File: config.mk
export PLATFORM = sky130hd
export DESIGN_NAME = video_plane_addrgen
export DESIGN_NICKNAME = d
export VERILOG_FILES = /design/src/rtl/video_pkg.sv /design/src/rtl/video_wrap_add.sv /design/src/rtl/video_plane_addrgen.sv
export SDC_FILE = /design/constraint.sdc
export NUM_CORES = 1
export LEC_CHECK = 0
export CORE_MARGIN = 5
export CORE_UTILIZATION = 45
export CTS_BUF_LIST = sky130_fd_sc_hd__clkbuf_4
export CTS_CLUSTER_DIAMETER = 80
export DETAILED_ROUTE_END_ITERATION = 6
export PLACE_DENSITY = 0.71
export RECOVER_POWER = 100
export SYNTH_ARGS = -nofsm -noshare
export SYNTH_HDL_FRONTEND = slang
export SYNTH_SLANG_ARGS = --single-unit
File: constraint.sdc
create_clock -name clk -period 6 [get_ports clk]
set_clock_uncertainty 0.05 [all_clocks]
set_input_delay 1.5 -clock clk [delete_from_list [all_inputs] [get_ports clk]]
set_output_delay 1.5 -clock clk [all_outputs]
set_load 0.05 [all_outputs]
File: src/rtl/video_pkg.sv
// video_pkg: shared FSM encoding and plane-index width for the video address generator.
package video_pkg;
   localparam int PLANE_W = 2;
   typedef enum logic [1:0] {IDLE, LINE, WAIT} state_t;
endpackage

File: src/rtl/video_wrap_add.sv
// video_wrap_add: (a + b) mod n, yields 0 when n is 0.
module video_wrap_add #(
   parameter int W = 8
) (
   input  logic [W-1:0] a,
   input  logic [W-1:0] b,
   input  logic [W-1:0] n,
   output logic [W-1:0] y
);
   logic [W:0] s;
   assign s = {1'b0, a} + {1'b0, b};
   assign y = (n == '0) ? '0 : W'(s % {1'b0, n});
endmodule

File: src/rtl/video_plane_addrgen.sv
// video_plane_addrgen: interleaved multi-plane DRAM fetch address generator.
// Define VIDEO_ADDRGEN_SCROLL_EN to compile in scroll_x/scroll_y support.
module video_plane_addrgen
   import video_pkg::*;
#(
   parameter int          AW        = 21,
   parameter int          NPLANES   = 2,
   parameter int unsigned PLANE_OFS = 21'h2000
) (
   input  logic               clk,
   input  logic               rst,
   input  logic               int_start,
   input  logic               line_start,
   input  logic               vpix,
   input  logic               video_next,
   input  logic [AW-1:0]      base_addr,
   input  logic [11:0]        stride,
   input  logic [7:0]         line_words,
   input  logic [7:0]         scroll_x,
   input  logic [8:0]         scroll_y,
   output logic [AW-1:0]      video_addr,
   output logic               addr_valid,
   output logic [PLANE_W-1:0] plane,
   output logic               line_done
);
   state_t state, state_n;
   logic [AW-1:0] row_base, row_n, addr_n, start_row;
   logic [7:0] word, word_n, lw_r, wx_n;
   logic [11:0] stride_r;
   logic [PLANE_W-1:0] plane_n;
   logic valid_n, done_n, pl_last, last;
`ifdef VIDEO_ADDRGEN_SCROLL_EN
   logic [7:0] sx_r;
   always_ff @(posedge clk)
      if (rst) sx_r <= '0;
      else if (int_start) sx_r <= scroll_x;
   video_wrap_add #(.W(8)) u_wx (.a(word_n), .b(sx_r), .n(lw_r), .y(wx_n));
   assign start_row = base_addr + AW'(scroll_y) * AW'(stride);
`else
   logic unused_scroll;
   assign unused_scroll = ^{scroll_x, scroll_y};
   assign wx_n = word_n;
   assign start_row = base_addr;
`endif
   assign pl_last = plane == PLANE_W'(NPLANES - 1);
   assign last = pl_last && word == lw_r - 8'd1;
   always_comb begin
      state_n = state;
      row_n   = row_base;
      word_n  = word;
      plane_n = plane;
      valid_n = addr_valid;
      done_n  = 1'b0;
      if (int_start) begin
         state_n = IDLE;
         row_n   = start_row;
         word_n  = '0;
         plane_n = '0;
         valid_n = 1'b0;
      end else if (line_start && vpix) begin
         // a restart mid-line abandons the current row and moves on to the next
         row_n   = state == LINE ? row_base + AW'(stride_r) : row_base;
         state_n = LINE;
         word_n  = '0;
         plane_n = '0;
         valid_n = 1'b1;
      end else if (video_next && state == LINE) begin
         if (last) begin
            state_n = WAIT;
            row_n   = row_base + AW'(stride_r);
            word_n  = '0;
            plane_n = '0;
            valid_n = 1'b0;
            done_n  = 1'b1;
         end else begin
            plane_n = pl_last ? '0 : plane + PLANE_W'(1);
            word_n  = pl_last ? word + 8'd1 : word;
         end
      end
      addr_n = row_n + AW'(plane_n) * AW'(PLANE_OFS) + AW'(wx_n);
   end
   always_ff @(posedge clk)
      if (rst) begin
         state      <= IDLE;
         row_base   <= '0;
         word       <= '0;
         plane      <= '0;
         video_addr <= '0;
         addr_valid <= 1'b0;
         line_done  <= 1'b0;
         lw_r       <= '0;
         stride_r   <= '0;
      end else begin
         state      <= state_n;
         row_base   <= row_n;
         word       <= word_n;
         plane      <= plane_n;
         video_addr <= addr_n;
         addr_valid <= valid_n;
         line_done  <= done_n;
         if (int_start) begin
            lw_r     <= line_words;
            stride_r <= stride;
         end
      end
endmodule

# After elaboration in Yosys (flattened, before gate mapping)
# Index checks and enable logic that the tools add are counted.
[totals]
regBits = 76
elab_cells = 52
output_inout_bits = 25
[op_classes]
add_sub_neg = 6
n_reduce_logical = 10
n_mux = 22
bitwise = 1
eq_ne = 3
[op_table]
columns = ["cell", "count"]
rows = [
  ["$mux W21", 5],
  ["$mux W8", 5],
  ["$add A21 B12 Y21", 1],
  ["$add A21 B15 Y21", 1],
  ["$add A21 B8 Y21", 1],
  ["$mux W2", 5],
  ["$add A8 B1 Y8 const B", 1],
  ["$eq A8 B8 Y1", 1],
  ["$sub A8 B1 Y8 const B", 1],
  ["$mux W1", 7],
  ["$eq A2 B1 Y1 const B", 2],
  ["$reduce_and A2 Y1", 2],
  ["$reduce_bool A2 Y1", 2],
  ["$reduce_or A4 Y1", 1],
  ["$logic_and A1 B1 Y1", 3],
  ["$reduce_or A3 Y1", 1],
  ["$add A2 B1 Y2 const B", 1],
  ["$reduce_or A2 Y1", 1],
  ["$not A1 Y1", 1],
]

# Longest topological paths before layout
# Gate-level depths: netlist of run 1.
[logic_depth]
depth_word = 9
mapped_depth = 23

# Worst setup path after synthesis of run 1
# Ideal clock, no wire load.
[synth_timing]
kind = "in2reg"
from = "input port video_next"
to = "register video_addr[20]"
n_path_buf = 3
t_required_ns = 5.827
path_slack_ns = 0.644
cell_stages = 20
arrival_time_ns = 5.182
cell_sequence = "and4_1 buf_2 o2111a_2 nand3_4 o21a_1 clkbuf_1 clkbuf_1 a21oi_1 a21oi_1 ha_1 a21oi_1 nor2_1 nor2_1 o21bai_1 a21oi_1 o21a_1 nand4bb_1 o41a_1 nor4_2 mux2_1"
[synth_between]
elab_chain_len = 6
[synth_rtl]
columns = ["item", "line", "rtl"]
rows = [
  ["from (decl)", "video_plane_addrgen.sv:15", "input logic video_next,"],
  ["$logic_and A1 B1 Y1", "video_plane_addrgen.sv:67", "end else if (video_next && state == LINE) begin"],
  ["$mux W21", "video_plane_addrgen.sv:67", ""],
  ["$mux W21", "video_plane_addrgen.sv:60", "end else if (line_start && vpix) begin"],
  ["$mux W21", "video_plane_addrgen.sv:54", "if (int_start) begin"],
  ["net row_n[2]", "video_plane_addrgen.sv:27", "logic [AW-1:0] row_base, row_n, addr_n, start_row;"],
  ["$add A21 B15 Y21", "video_plane_addrgen.sv:80", "addr_n = row_n + AW'(plane_n) * AW'(PLANE_OFS) + AW'(wx_n);"],
  ["$add A21 B8 Y21", "video_plane_addrgen.sv:80", ""],
  ["to (signal assigned)", "video_plane_addrgen.sv:98", "video_addr <= addr_n;"],
  ["to (decl)", "video_plane_addrgen.sv:21", "output logic [AW-1:0] video_addr,"],
]
# The timed path passes the listed nets, and every way through them passes these cells.
# A chain may end at the register's enable or synchronous reset.

# Worst setup path in the final report of run 1
[layout_timing]
from = "input port video_next"
to = "register video_addr[19]"
# Same word-level chain as after synthesis.

==> flow_metrics.py, run 1 <==
metrics = {
    "clock_tree": {
        "cts_sinks": 75,
        "numCtsBuffers": 9,
        "tritoncts": "built",
        "htree_levels": 3,
        "holdBufCountCts": 0,
        "cts_buffer_depth": 2,
        "cts-root-buf": "clkbuf_4",
        "cts_setup_buffers": 0,
        "ctsResizeCount": 0,
        "worstSkewPairLatency_ns": 0.42,
        "cts.clk_slew.worst_paths_ns": 0.12,
    },
    "pwr": {
        "ir_worst_vdd_uv": 88.23,
        "p_per_area_nw_per_um2": 197.8,
        "p_leak_uw": 0.002263,
    },
    "logic_synthesis": {
        "yosysTopAreaCell": "dfxtp_1",
        "ys_top_cells_by_area": "dfxtp_1 (34%), nor2_1 (7.3%), ha_1 (6.8%), mux2i_1 (5.7%), xnor2_1 (4.8%)",
        "synthCells": 526,
        "ys_warn_count": 0,
        "synth_seq_cells": 75,
        "ys_top_cells_by_count": "nor2_1 (86), dfxtp_1 (75), a21oi_1 (31), nand2_1 (31), mux2i_1 (25)",
        "synthMostInstantiatedCell": "nor2_1",
        "syn_nets": 616,
        "yosysSeqAreaShare": 0.3408,
        "netlist_area_um2": 4405,
        "yosys.area.top_type_share": 0.3408,
        "avgSynthCellArea_um2": 8.375,
        "async_reset_ff_frac": 0,
        "synth_flop_cell": "dfxtp_1",
        "ys_types": 64,
        "synth_edf_count": 0,
    },
    "worst_setup_path": {
        "r2r_slack_ns": 0.84,
        "cpMaxStageDelayCell": "clkdlybuf4s50_1",
        "r2r_cells": 21,
        "reg2reg_to": "video_addr[19]",
        "r2r_start": "lw_r[0]",
        "crit_path_cell_trace": "clkdlybuf4s50_1, and4_1, o2111a_1, nand3_4, o21a_1, nand2_1, o21ai_0, mux2_1, ha_1, a21o_1, a21oi_1, nor2_1, o31a_1, nor2_1, o21ai_0, nand4b_1, o41a_1, nor3_1, mux2_2",
        "end_kind": "flip-flop",
        "crit_arrival_ns": 5.91,
        "cp_max_fo": 8,
        "critical_path_buf_inv_count": 1,
        "startpoint_type": "primary input",
        "crit_type": "in -> reg",
        "cp.required_ns": 6.27,
        "max_stage_delay_ns": 0.51,
        "startpoint": "video_next",
        "path_delay_family": "compound AO/OA/AOI/OAI gates",
    },
    "hold_path": {
        "hold_start": "state[1]",
        "hold_path.class": "reg -> reg",
        "hold_end": "state[1]",
        "holdPathStages": 2,
    },
    "sta": {
        "finalSetupViolations": 0,
        "clock.fmax_ghz": 0.1772,
        "rsz0062_at_grt": "false",
        "whs_ns": 0.4226,
        "fin_crit_sh": 0.9403,
        "hold_violations": 0,
        "post-route-min-period_ns": 5.642,
        "report.final.slew_viol_count": 57,
        "max_slew.worst_pin.slew_ns": 2.469,
        "maxSlewHeadroom": -0.6459,
        "finalSetupTns_ns": 0,
    },
    "die": {
        "core-area_um2": 9639,
        "dieArea_um2": 11870,
        "die_h_um": 108.9,
        "ios": 89,
        "fp.dieW_um": 108.9,
        "initial_core_util": 0.4570,
        "core.rowCount": 36,
    },
    "finish": {
        "drive_above_1_share": 0.05263,
        "final_nets": 693,
        "antenna_cells": 0,
        "fill_cells": 922,
        "syn_to_final_growth_pct": 22.12,
    },
    "routing": {
        "drc": 0,
        "wl_per_cell_um": 14.61,
        "drt_iter0_markers": 109,
        "dr_total_vias": 3864,
        "via_per_inst": 5.215,
        "ant_nets": 0,
        "wirelength_um": 10820,
        "firstDrtPassIters": 4,
    },
    "placed_design": {
        "hpwl_um": 8451,
        "gp_congestion": 0.8651,
        "portBuffers": 71,
    },
    "run_status": {
        "violations": "max-capacitance violations, max-slew violations",
        "status": "finished, violations left",
    },
    "global_routing": {
        "grt_start_max_net_pins": 57,
        "grt.total_usage": 0.1885,
        "grt_first_pass_wirelength_um": 17780,
        "grt_overflow_total": 0,
        "grt_pass1_vias": 3794,
        "antenna_found_initial": 0,
    },
    "job": {
        "drv_cap": 1,
    },
}
[power breakdown]
group	switching (uW)	total, uW	internal [uW]
Combinational	144	252	108
Sequential	17.7	543	525
Clock	184	269	85.7
[registers in the layout (all words and copies together) (netlist names)]
name	flops
plane	2
line_done	1
row_base	21
stride_r	12
video_addr	21
state	2
lw_r	8
word	8
[layout make-up]
type	count	area [um^2]	share of cell area
Clock buffer	10	75.07	0.01395
Clock inverter	6	32.53	0.006047
Inverter	20	75.07	0.01395
Multi-Input combinational cell	408	2726	0.5067
Sequential cell	75	1501	0.2791
Tap cell	133	166.4	0.03093
Timing Repair Buffer	89	803.3	0.1493
[stage by stage]
| stage | cell area [um^2] | setup slack [ns] | instances | util | total power [uW] |
|---|---|---|---|---|---|
| floorplan | 4405 | 0.6443 | 526 | - | 723.7 |
| global placement | 5313 | 0.1210 | 725 | 0.5511 | 804.9 |
| detailed placement | 5313 | 0.08580 | 725 | 0.5511 | 810.2 |
| CTS | 5420 | 0.5205 | 741 | 0.5623 | 1078 |
| global route | 5380 | 0.1715 | 741 | 0.5582 | 1123 |
| finish | 5380 | 0.3582 | 741 | 0.5582 | 1064 |
[logic make-up (layout without fill, tap and decap cells)]
family	after synthesis	after routing	synth area share
buf+inv	43	125	0.03862
xor+xnor	41	41	0.08321
simple gates	208	208	0.2352
flops	75	75	0.3408
compound gates	104	104	0.1579
mux	29	29	0.06703
fa+ha+maj	26	26	0.07725
[worst max path at each step]
stage                endpoint  slack, ns  depth (start not counted)
6_report       video_addr[19]       0.36                         19
5_1_grt        video_addr[19]       0.17                         17
4_1_cts        video_addr[18]       0.52                         20
3_5_place_dp   video_addr[18]       0.09                         20
3_3_place_gp   video_addr[20]       0.12                         19
2_1_floorplan  video_addr[20]       0.64                         20
[worst min-delay path, cell delays in order, from the launching register on]
cell and delay, ns:
dfxtp_1 0.33, inv_1 0.05, a211oi_1 0.06
[cells in the final DEF, fill, tap and decap left out, types with 12 or more instances in the layout]
cell / Yosys / routed
xor2_1: 16 / 16
xnor2_1: 24 / 24
mux2i_1: 25 / 25
dlygate4sd3_1: 0 / 26
dfxtp_1: 75 / 75
clkdlybuf4s50_1: 0 / 43
nor2_1: 86 / 86
ha_1: 24 / 24
nor2b_1: 20 / 20
inv_1: 19 / 19
nor3_1: 22 / 22
o21ai_0: 23 / 23
nand2_1: 31 / 31
clkbuf_4: 0 / 12
a21oi_1: 31 / 31
[metal layers]
| metal | up-vias | part of all wire | track usage | wire length, um |
|---|---|---|---|---|
| li1 | 1998 | - | - | - |
| met1 | 1794 | 0.49 | 0.2462 | 5251 |
| met2 | 59 | 0.47 | 0.3184 | 5095 |
| met3 | 13 | 0.032 | 0.03612 | 350 |
| met4 | 0 | 0.011 | 0.04959 | 124 |
| met5 | - | 0 | 0 | 0 |
Power figures use the tool's default switching activity.
==> inputs of run 2 (changes only) <==
==> constraint.sdc (replaced) <==
create_clock -name clk -period 6 [get_ports clk]
set_clock_uncertainty 0.05 [all_clocks]
set_input_delay 1.8 -clock clk [delete_from_list [all_inputs] [get_ports clk]]
set_output_delay 1.8 -clock clk [all_outputs]
set_load 0.05 [all_outputs]
==> run 2 against run 1 <==
  * The flow still finishes with violations (max-capacitance violations, max-slew violations)
  * Design area grew 3.3%
  * Non-clock buffer count is 10 higher
  * Maximum frequency down 2.2%
  * Via count rose by 2.2%
  * First-iteration DRC count is 23% higher
  * Flip-flop and latch count unchanged
  * Critical path type unchanged
  * Largest cell class unchanged
  * Largest power group unchanged
==> flow_metrics.py, run 2 (synthesis gave the netlist of run 1 again) <==
metrics = {
    "placed_design": {
        "gp_congestion": 0.8653,
        "hpwl_um": 8663,
        "place_ws_ns": -0.2368,
        "portBuffers": 71,
    },
    "clock_tree": {
        "worstSkewPairLatency_ns": 0.44,
        "cts_buffer_depth": 2,
        "cts.clk_slew.worst_paths_ns": 0.13,
        "holdBufCountCts": 0,
        "cts_setup_buffers": 0,
        "numCtsBuffers": 9,
        "ctsResizeCount": 0,
        "cts-root-buf": "clkbuf_4",
        "htree_levels": 3,
        "tritoncts": "built",
        "cts_sinks": 75,
    },
    "hold_path": {
        "hold_start": "state[1]",
        "hold_path.class": "reg -> reg",
        "holdPathStages": 2,
    },
    "worst_setup_path": {
        "startpoint": "video_next",
        "end_kind": "flip-flop",
        "r2r_cells": 21,
        "startpoint_type": "primary input",
        "crit_path_end": "video_addr[19]",
        "reg2reg_to": "video_addr[19]",
        "crit_arrival_ns": 6.04,
        "r2r_slack_ns": 1.06,
        "r2r_start": "lw_r[0]",
        "cp.required_ns": 6.27,
        "crit_type": "in -> reg",
        "cp_max_fo": 9,
    },
    "die": {
        "core-area_um2": 9639,
        "die_h_um": 108.9,
        "ios": 89,
        "fp.dieW_um": 108.9,
        "initial_core_util": 0.4570,
        "dieArea_um2": 11870,
        "core.rowCount": 36,
    },
    "pwr": {
        "ir_worst_vdd_uv": 119.9,
        "p_per_area_nw_per_um2": 216.7,
        "p_leak_uw": 0.002347,
    },
    "global_routing": {
        "grt_pass1_vias": 3937,
        "grt_start_max_net_pins": 45,
        "grt_overflow_total": 0,
        "antenna_found_initial": 0,
        "grt.total_usage": 0.1988,
        "grt_first_pass_wirelength_um": 18780,
    },
    "finish": {
        "syn_to_final_growth_pct": 26.10,
        "final_nets": 703,
        "utilization": 0.5763,
        "final_cell_mix": "nor2_1 (86), dfxtp_1 (75), clkdlybuf4s50_1 (44), nand2_1 (31), a21oi_1 (30)",
        "seq_area_um2": 1501,
        "fill_cells": 927,
        "multi_input_area_um2": 2739,
        "drive_above_1_share": 0.08252,
        "antenna_cells": 0,
        "final_common_cell": "nor2_1",
        "largestRegisters": "row_base x21, video_addr x21, stride_r x12",
    },
    "sta": {
        "layout_setup_ws_ns": 0.2330,
        "hold_violations": 0,
        "whs_ns": 0.4352,
        "finalSetupViolations": 0,
        "report.final.slew_viol_count": 45,
        "post-route-min-period_ns": 5.767,
        "maxSlewHeadroom": -0.2704,
        "max_slew.worst_pin.slew_ns": 1.906,
        "fin_crit_sh": 0.9612,
        "rsz0062_at_grt": "false",
        "finalSetupTns_ns": 0,
        "clock.fmax_ghz": 0.1734,
    },
    "routing": {
        "dr_total_vias": 3948,
        "ant_nets": 0,
        "drt_iter0_markers": 134,
        "via_per_inst": 5.257,
        "firstDrtPassIters": 4,
        "wl_per_cell_um": 14.91,
        "drc": 0,
        "wirelength_um": 11190,
    },
    "run_status": {
        "violations": "max-capacitance violations, max-slew violations",
        "status": "finished, violations left",
    },
    "job": {
        "drv_cap": 1,
    },
}
run 2: critical path: stages:
cell and delay [ns]:
clkdlybuf4s50_1 0.48, and4_1 0.24, o2111a_2 0.27, nand3_4 0.08, o21a_2 0.29, nand2_1 0.08
o21ai_0 0.07, mux2_1 0.35, ha_1 0.30, a21o_1 0.10, a21oi_1 0.07, nor2_1 0.13
o31a_1 0.17, nor2_1 0.04, o21ai_0 0.24, nand4b_1 0.22, o41a_1 0.45, nor3_1 0.27
mux2_2 0.37
run 2: metrics by stage:
| stage | power, uW | instances | area, um^2 |
|---|---|---|---|
| after floorplan | 723.7 | 526 | 4405 |
| after global placement | 809.9 | 735 | 5388 |
| after detailed placement | 815.6 | 735 | 5388 |
| after CTS | 1217 | 751 | 5577 |
| after global routing | 1266 | 751 | 5555 |
| final | 1204 | 751 | 5555 |
run 2: final cells by class:
class,count,share of cell area
Clock inverter,6,0.02050
Multi-Input combinational cell,408,0.4930
Tap cell,133,0.02996
Sequential cell,75,0.2703
Timing Repair Buffer,99,0.1592
Clock buffer,10,0.01351
Inverter,20,0.01351
run 2: per-layer routing:
layer,share of wire,GRT usage
met5,0,0
met4,0.017,0.07845
met3,0.034,0.03079
met2,0.46,0.3171
met1,0.49,0.2689
run 2: worst min path at each step:
| stage | end | slack, ns |
|---|---|---|
| finish | state[1] | 0.44 |
| global route | state[1] | 0.46 |
| CTS | state[1] | 0.44 |
| detailed placement | state[1] | 0.40 |
| global placement | state[1] | 0.39 |
| floorplan | state[1] | 0.38 |
run 2: power by group:
group / leakage, uW / internal (uW) / switching [uW] / total, uW
clock network: 0.0000928 / 216 / 187 / 403
registers: 0.000618 / 525 / 17.3 / 543
logic: 0.00164 / 112 / 147 / 258
total: 0.00235 / 853 / 351 / 1200
